File: src/rtl/debug_frame_collector_pkg.sv
// Shared definitions for the debug frame collector: header layout, frame type
// codes, FSM state encoding and a header unpack helper.
package debug_frame_collector_pkg;

  localparam logic [7:0] DEBUG_FRAME_SYNC = 8'hA5;

  localparam int HDR_TYPE_LSB  = 0;
  localparam int HDR_CYCLE_LSB = 8;
  localparam int HDR_COUNT_LSB = 16;
  localparam int HDR_SYNC_LSB  = 24;

  localparam logic [7:0] FRAME_REG_DUMP = 8'h01;
  localparam logic [7:0] FRAME_MEM_DUMP = 8'h02;
  localparam logic [7:0] FRAME_STATUS   = 8'h03;

  typedef enum logic [2:0] {
    S_HDR    = 3'd0,
    S_DECODE = 3'd1,
    S_DATA   = 3'd2,
    S_EMIT   = 3'd3,
    S_END    = 3'd4
  } state_e;

  typedef struct packed {
    logic [7:0] sync;
    logic [7:0] count;
    logic [7:0] cycle;
    logic [7:0] ftype;
  } frame_hdr_t;

  function automatic frame_hdr_t hdr_unpack(input logic [31:0] w);
    frame_hdr_t h;
    h.ftype = w[HDR_TYPE_LSB  +: 8];
    h.cycle = w[HDR_CYCLE_LSB +: 8];
    h.count = w[HDR_COUNT_LSB +: 8];
    h.sync  = w[HDR_SYNC_LSB  +: 8];
    return h;
  endfunction

endpackage

File: src/rtl/debug_frame_collector_if.sv
// Payload word stream leaving the collector.
interface debug_frame_collector_if #(
  parameter int WORD_SIZE = 32
);
  // valid/ready: a word transfers on every clock where word_valid and word_ready
  // are both high; once word_valid rises, word and word_index hold steady and
  // word_valid stays high until that transfer happens.
  logic                 word_valid;
  logic                 word_ready;
  logic [WORD_SIZE-1:0] word;
  logic [7:0]           word_index;

  modport master (
    output word_valid,
    output word,
    output word_index,
    input  word_ready
  );

  modport slave (
    input  word_valid,
    input  word,
    input  word_index,
    output word_ready
  );
endinterface

File: src/rtl/debug_frame_collector_byte_word_assembler.sv
// LSB-first byte-to-word shift assembler with a byte counter that can be
// preloaded to keep the current window for byte-slip resynchronisation.
module debug_frame_collector_byte_word_assembler #(
  parameter int UART_BUS_SIZE = 8,
  parameter int WORD_SIZE     = 32,
  localparam int BYTES        = WORD_SIZE / UART_BUS_SIZE,
  localparam int CNT_W        = $clog2(BYTES + 1)
) (
  input  logic                     i_clk,
  input  logic                     i_reset,
  input  logic                     push_i,
  input  logic [UART_BUS_SIZE-1:0] byte_i,
  input  logic                     clear_i,
  input  logic                     preload_i,
  output logic [WORD_SIZE-1:0]     word_o,
  output logic [WORD_SIZE-1:0]     word_next_o,
  output logic                     last_byte_o
);

  logic [WORD_SIZE-1:0] shift_q, shift_d;
  logic [CNT_W-1:0]     cnt_q, cnt_d;
  logic [WORD_SIZE-1:0] shifted;

  // New bytes enter at the top so the first byte of a word ends up at bit 0.
  assign shifted     = {byte_i, shift_q[WORD_SIZE-1:UART_BUS_SIZE]};
  assign word_o      = shift_q;
  assign word_next_o = shifted;
  assign last_byte_o = push_i && (cnt_q == CNT_W'(BYTES - 1));

  always_comb begin
    shift_d = shift_q;
    cnt_d   = cnt_q;
    if (clear_i) begin
      shift_d = '0;
      cnt_d   = '0;
    end else if (preload_i) begin
      cnt_d = CNT_W'(BYTES - 1);
    end else if (push_i) begin
      shift_d = shifted;
      cnt_d   = cnt_q + 1'b1;
    end
  end

  always_ff @(posedge i_clk) begin
    if (i_reset) begin
      shift_q <= '0;
      cnt_q   <= '0;
    end else begin
      shift_q <= shift_d;
      cnt_q   <= cnt_d;
    end
  end

endmodule

File: src/rtl/debug_frame_collector.sv
// Reassembles the debugger's UART byte stream into frames: checks the header
// sync byte (sliding one byte on mismatch) and emits payload words.
module debug_frame_collector
  import debug_frame_collector_pkg::*;
#(
  parameter int         UART_BUS_SIZE = 8,
  parameter int         WORD_SIZE     = 32,
  parameter logic [7:0] SYNC_BYTE     = DEBUG_FRAME_SYNC
) (
  input  logic                     i_clk,
  input  logic                     i_reset,
  input  logic                     i_fifo_empty,
  input  logic [UART_BUS_SIZE-1:0] i_fifo_data,
  output logic                     o_fifo_rd,
  debug_frame_collector_if.master  word_if,
  output logic [7:0]               o_frame_type,
  output logic [7:0]               o_frame_cycle,
  output logic                     o_frame_start,
  output logic                     o_frame_end,
  output logic                     o_sync_error,
  output logic [2:0]               o_state
);

  state_e               state_q;
  logic                 word_valid_q;
  logic [WORD_SIZE-1:0] word_q;
  logic [7:0]           index_q;
  logic [7:0]           count_q;
  logic [7:0]           type_q;
  logic [7:0]           cycle_q;
  logic                 start_q;
  logic                 end_q;
  logic                 sync_err_q;

  logic [WORD_SIZE-1:0] asm_word;
  logic [WORD_SIZE-1:0] asm_word_next;
  logic                 asm_last;
  logic                 asm_clear;
  logic                 asm_preload;
  logic                 collecting;
  logic                 accept;
  logic                 sync_ok;
  frame_hdr_t           hdr;

  assign hdr        = hdr_unpack(asm_word[31:0]);
  assign sync_ok    = (hdr.sync == SYNC_BYTE);
  assign collecting = (state_q == S_HDR) || (state_q == S_DATA);
  assign accept     = word_valid_q && word_if.word_ready;

  // FIFO is first-word-fall-through, so the pop and the byte capture share a cycle.
  assign o_fifo_rd = collecting && !i_fifo_empty && !i_reset;

  assign asm_clear   = ((state_q == S_DECODE) && sync_ok) ||
                       ((state_q == S_EMIT) && accept) ||
                       (state_q == S_END);
  assign asm_preload = (state_q == S_DECODE) && !sync_ok;

  debug_frame_collector_byte_word_assembler #(
    .UART_BUS_SIZE (UART_BUS_SIZE),
    .WORD_SIZE     (WORD_SIZE)
  ) u_asm (
    .i_clk       (i_clk),
    .i_reset     (i_reset),
    .push_i      (o_fifo_rd),
    .byte_i      (i_fifo_data),
    .clear_i     (asm_clear),
    .preload_i   (asm_preload),
    .word_o      (asm_word),
    .word_next_o (asm_word_next),
    .last_byte_o (asm_last)
  );

  always_ff @(posedge i_clk) begin
    if (i_reset) begin
      state_q      <= S_HDR;
      word_valid_q <= 1'b0;
      word_q       <= '0;
      index_q      <= '0;
      count_q      <= '0;
      type_q       <= '0;
      cycle_q      <= '0;
      start_q      <= 1'b0;
      end_q        <= 1'b0;
      sync_err_q   <= 1'b0;
    end else begin
      start_q    <= 1'b0;
      end_q      <= 1'b0;
      sync_err_q <= 1'b0;
      case (state_q)
        S_HDR: begin
          if (asm_last) state_q <= S_DECODE;
        end
        S_DECODE: begin
          if (sync_ok) begin
            type_q  <= hdr.ftype;
            cycle_q <= hdr.cycle;
            count_q <= hdr.count;
            index_q <= '0;
            start_q <= 1'b1;
            state_q <= (hdr.count == 8'd0) ? S_END : S_DATA;
          end else begin
            // Window is kept; the next byte slides it by one and re-checks.
            sync_err_q <= 1'b1;
            state_q    <= S_HDR;
          end
        end
        S_DATA: begin
          if (asm_last) begin
            word_q       <= asm_word_next;
            word_valid_q <= 1'b1;
            state_q      <= S_EMIT;
          end
        end
        S_EMIT: begin
          if (accept) begin
            word_valid_q <= 1'b0;
            if (index_q == count_q - 8'd1) begin
              state_q <= S_END;
            end else begin
              index_q <= index_q + 8'd1;
              state_q <= S_DATA;
            end
          end
        end
        S_END: begin
          end_q   <= 1'b1;
          state_q <= S_HDR;
        end
        default: state_q <= S_HDR;
      endcase
    end
  end

  assign word_if.word_valid = word_valid_q;
  assign word_if.word       = word_q;
  assign word_if.word_index = index_q;
  assign o_frame_type       = type_q;
  assign o_frame_cycle      = cycle_q;
  assign o_frame_start      = start_q;
  assign o_frame_end        = end_q;
  assign o_sync_error       = sync_err_q;
  assign o_state            = state_q;

endmodule

File: src/flat_wrapper.sv
// flat-port wrapper written by rule: the top's interface ports become plain ports
module debug_frame_collector_flat import debug_frame_collector_pkg::*;
#(
  parameter int         UART_BUS_SIZE = 8,
  parameter int         WORD_SIZE     = 32,
  parameter logic [7:0] SYNC_BYTE     = DEBUG_FRAME_SYNC
)
  (i_clk, i_reset, i_fifo_empty, i_fifo_data, o_fifo_rd, o_frame_type, o_frame_cycle, o_frame_start, o_frame_end, o_sync_error, o_state, word_if_word_valid, word_if_word, word_if_word_index, word_if_word_ready);
  debug_frame_collector_if #(.WORD_SIZE(WORD_SIZE)) word_if_i ();
  input  logic i_clk;
  input  logic i_reset;
  input  logic i_fifo_empty;
  input  logic [UART_BUS_SIZE-1:0] i_fifo_data;
  output logic o_fifo_rd;
  output logic [7:0] o_frame_type;
  output logic [7:0] o_frame_cycle;
  output logic o_frame_start;
  output logic o_frame_end;
  output logic o_sync_error;
  output logic [2:0] o_state;
  output wire logic [$bits(word_if_i.word_valid)-1:0] word_if_word_valid;
  output wire logic [$bits(word_if_i.word)-1:0] word_if_word;
  output wire logic [$bits(word_if_i.word_index)-1:0] word_if_word_index;
  input wire logic [$bits(word_if_i.word_ready)-1:0] word_if_word_ready;
  assign word_if_word_valid = word_if_i.word_valid;
  assign word_if_word = word_if_i.word;
  assign word_if_word_index = word_if_i.word_index;
  assign word_if_i.word_ready = word_if_word_ready;
  debug_frame_collector #(.UART_BUS_SIZE(UART_BUS_SIZE), .WORD_SIZE(WORD_SIZE), .SYNC_BYTE(SYNC_BYTE)) u_core (.i_clk(i_clk), .i_reset(i_reset), .i_fifo_empty(i_fifo_empty), .i_fifo_data(i_fifo_data), .o_fifo_rd(o_fifo_rd), .word_if(word_if_i), .o_frame_type(o_frame_type), .o_frame_cycle(o_frame_cycle), .o_frame_start(o_frame_start), .o_frame_end(o_frame_end), .o_sync_error(o_sync_error), .o_state(o_state));
endmodule
File: config.mk
export PLATFORM = sky130hd
export DESIGN_NAME = debug_frame_collector_flat
export DESIGN_NICKNAME = d
export VERILOG_FILES = /design/src/rtl/debug_frame_collector_pkg.sv /design/src/rtl/debug_frame_collector_if.sv /design/src/rtl/debug_frame_collector_byte_word_assembler.sv /design/src/rtl/debug_frame_collector.sv /design/src/flat_wrapper.sv
export SDC_FILE = /design/constraint.sdc
export NUM_CORES = 1
export LEC_CHECK = 0
export ABC_AREA = 0
export BUFFER_PORTS_ARGS = -buffer_cell sky130_fd_sc_hd__buf_2
export CORE_UTILIZATION = 55
export CTS_CLUSTER_SIZE = 24
export DETAILED_ROUTE_END_ITERATION = 10
export PLACE_DENSITY = 0.85
export SETUP_SLACK_MARGIN = 0.05
export SLEW_MARGIN = 15
export SYNTH_ARGS = -nofsm -noshare
export SYNTH_HDL_FRONTEND = slang
export SYNTH_SLANG_ARGS = --single-unit
File: constraint.sdc
create_clock -name i_clk -period 3.1 [get_ports i_clk]
set_input_delay 0.62 -clock i_clk [delete_from_list [all_inputs] [get_ports i_clk]]
set_output_delay 0.62 -clock i_clk [all_outputs]
set_load 0.005 [all_outputs]
==> out/metrics.csv <==
metric,value,unit
Via density,5.60,
"Net count, final",615,
Final Instance Count excl. Fillers,703,
post-place setup slack,476,ps
vias in the first global route,3369,
Die Wd,89.4,um
hold path startpoint,u_core.word_if.word[14]$_SDFFE_PP0P_,
I/O pin total,76,
Mapped Nets,553,
fin crit period,2700,ps
Seq cells post-synth,106,
first-pass GRT wire length,16.2,mm
starting DRC count in detailed routing,402,
Max Clk Rate,0.370,GHz
syn_area_per_cell,7.83,sq um
Reg-to-Reg End,u_core.word_if.word_index[6]$_SDFFE_PP0P_,
Max Slew Vio Count,0,
clock latency on the worst-skew pair,360,ps
CTS root buf,clkbuf_8,
Finished Core Util,65.8,%
core area,0.00733,sq mm
Hold Path Class,reg -> reg,
grt ovf,0,
Worst-path clk slew,100,ps
CP startpoint kind,flip-flop,
critical path data required time,3380,ps
number of port buffers,75,
Routed Antenna Nets,0,
cts hold-fix bufs,0,
"most common cell after layout, fill and taps aside",nand2_1,
outcome,"finished, final reports clean",
Die Ht,89.4,um
Worst setup EP type,flip-flop,
Fin Clk Skew,7.63,ps
H-tree levels,3,
"Top FF cell, synth",dfxtp_1,
M2 GR Usage,41.2,%
Inserted Diodes,0,
hold depth,2,
Total Wirelength,10.1,mm
Slew headroom,48.0,%
Clock Path Buffers,2,
crit-path max FO,12,
placer congestion estimate,0.848,
initial antenna violation count,0,
Die ar.,0.00800,sq mm
GRT Overall Usage,26.3,%
PostCTS Resize Cnt,0,
Peak VDD IR,0.306,mV
filler cell count,630,
"Setup violations, final",0,
GR Util met1,36.5,%
Area growth syn-to-layout,14.9,%
Top Usage Layer GRT,met2,
sequential area share after synthesis,50.5,%
hold worst-path end,u_core.word_if.word[14]$_SDFFE_PP0P_,
Final Cycle Share,87.1,%
drt pass-1 iters,6,
most frequent cells in the layout,"nand2_1 (190), dfxtp_1 (106), a21oi_1 (100)",
synthesized cell area,0.00420,sq mm
CP arrival,2990,ps
worst-margin pin slew,780,ps
placed cells,687,
ys async rst share,0,%
clk sink count,106,
ratio of cells with drive above 1 in the final layout,18.4,%
"EDFF count, synth",0,
final worst slack,399,ps
TritonCTS clock tree,yes,
Crit Path Category,reg -> reg,
reg2reg setup slack,400,ps
GRT met3 Usage,3.97,%
reg2reg start,u_core.count_q[0]$_SDFFE_PP0P_,
reg2reg path depth,9,
row count,31,
postcts setup bufs,0,
number of buffers created by CTS,9,
Max-Cap Viols,0,
initial core utilization,57.3,%
Vias,3939,
RSZ-0062 raised after global routing,false,
post-DP HPWL,6.68,mm
Yosys cell types,43,
synthesis warning total,0,
TNS Setup,0,ps
largest net degree at the start of global routing,68,
Routed WL per cell,14.3,um
PwrDens,482,mW/mm^2
DRC errors left,0,
"Hold Vio Cnt, Final",0,
Syn Inst Count,537,
Leak Pwr,1.90,nW
[per-stage QoR]
step                cell area, sq um  total power, mW  hold slack [ps]
finish                          4830             2.33              455
global route                    4830             2.41              478
CTS                             4830             2.33              458
detailed placement              4630             1.49              444
global placement                4630             1.49              440
floorplan                       4200             1.47              432
[registers in the layout, summed over array words and instances, names as in the netlist]
| name | flops |
|---|---|
| u_core.u_asm.word_o | 32 |
| u_core.count_q | 8 |
| u_core.word_if.word_valid | 1 |
| u_core.word_if.word_index | 8 |
| u_core.o_frame_start | 1 |
| u_core.o_frame_type | 8 |
| u_core.o_state | 3 |
| u_core.o_frame_cycle | 8 |
| u_core.u_asm.cnt_q | 3 |
| u_core.o_sync_error | 1 |
| u_core.word_if.word | 32 |
| u_core.o_frame_end | 1 |
[power breakdown]
| group | internal [mW] | switching [mW] |
|---|---|---|
| logic | 0.0231 | 0.0557 |
| registers | 1.37 | 0.0143 |
| clock network | 0.397 | 0.464 |
[worst max-delay path by stage]
stage                                                     end  cells past startpoint  slack (ps)                           start
finish              u_core.word_if.word_index[6]$_SDFFE_PP0P_                      9         400  u_core.count_q[0]$_SDFFE_PP0P_
floorplan           u_core.word_if.word_index[5]$_SDFFE_PP0P_                     12         690  u_core.count_q[0]$_SDFFE_PP0P_
global route        u_core.word_if.word_index[6]$_SDFFE_PP0P_                      9         270  u_core.count_q[0]$_SDFFE_PP0P_
CTS                 u_core.word_if.word_index[6]$_SDFFE_PP0P_                      9         450  u_core.count_q[0]$_SDFFE_PP0P_
detailed placement  u_core.word_if.word_index[6]$_SDFFE_PP0P_                      9         480  u_core.count_q[0]$_SDFFE_PP0P_
global placement    u_core.word_if.word_index[6]$_SDFFE_PP0P_                      9         660  u_core.count_q[0]$_SDFFE_PP0P_
[final cells by class]
class / instances / area, sq um / area share (%)
inverters: 8 / 30.0 / 0.622
flip-flops and latches: 106 / 2120 / 44.0
repair buffers: 85 / 450 / 9.33
well taps: 99 / 124 / 2.57
multi-input cells: 389 / 1900 / 39.3
clock buffers: 10 / 138 / 2.85
clock inverters: 6 / 63.8 / 1.32
[routing by layer]
| layer | routed length [um] | share of wire, % |
|---|---|---|
| met1 | 4430 | 44 |
| met2 | 4830 | 48 |
| met3 | 625 | 6.2 |
| met4 | 175 | 1.7 |
| met5 | 0 | 0 |
[worst max-delay path, cell delays in order, from the launching register on]
cell     delay, ps
dfxtp_1        460
inv_1           80
ha_1           300
nor2b_1        170
or3_1          350
a31o_1         240
nor4_2         290
a21oi_1        290
a31o_2         330
a21oi_1        120
[synth_stat cells, drive strengths merged (5+ instances only)]
cell type	number	share of area [%]
nor2b	5	0.74
a21oi	101	12
clkbuf	25	2.2
xnor2	6	1.3
nor2	17	1.5
nand3	7	0.83
nand2	190	17
inv	8	0.71
dfxtp	106	50
nor4	6	1.2
nand4	6	0.89
buf	9	1.4
[kinds of logic after synthesis]
| logic type | count (synthesis) | synth area share, % |
|---|---|---|
| xor+xnor | 10 | 2.08 |
| flops | 106 | 50.5 |
| fa+ha+maj | 4 | 1.19 |
| compound gates | 121 | 15.7 |
| simple gates | 253 | 26.0 |
| buf+inv | 42 | 4.32 |
| mux | 1 | 0.238 |
(Power assumes the default switching activity.)
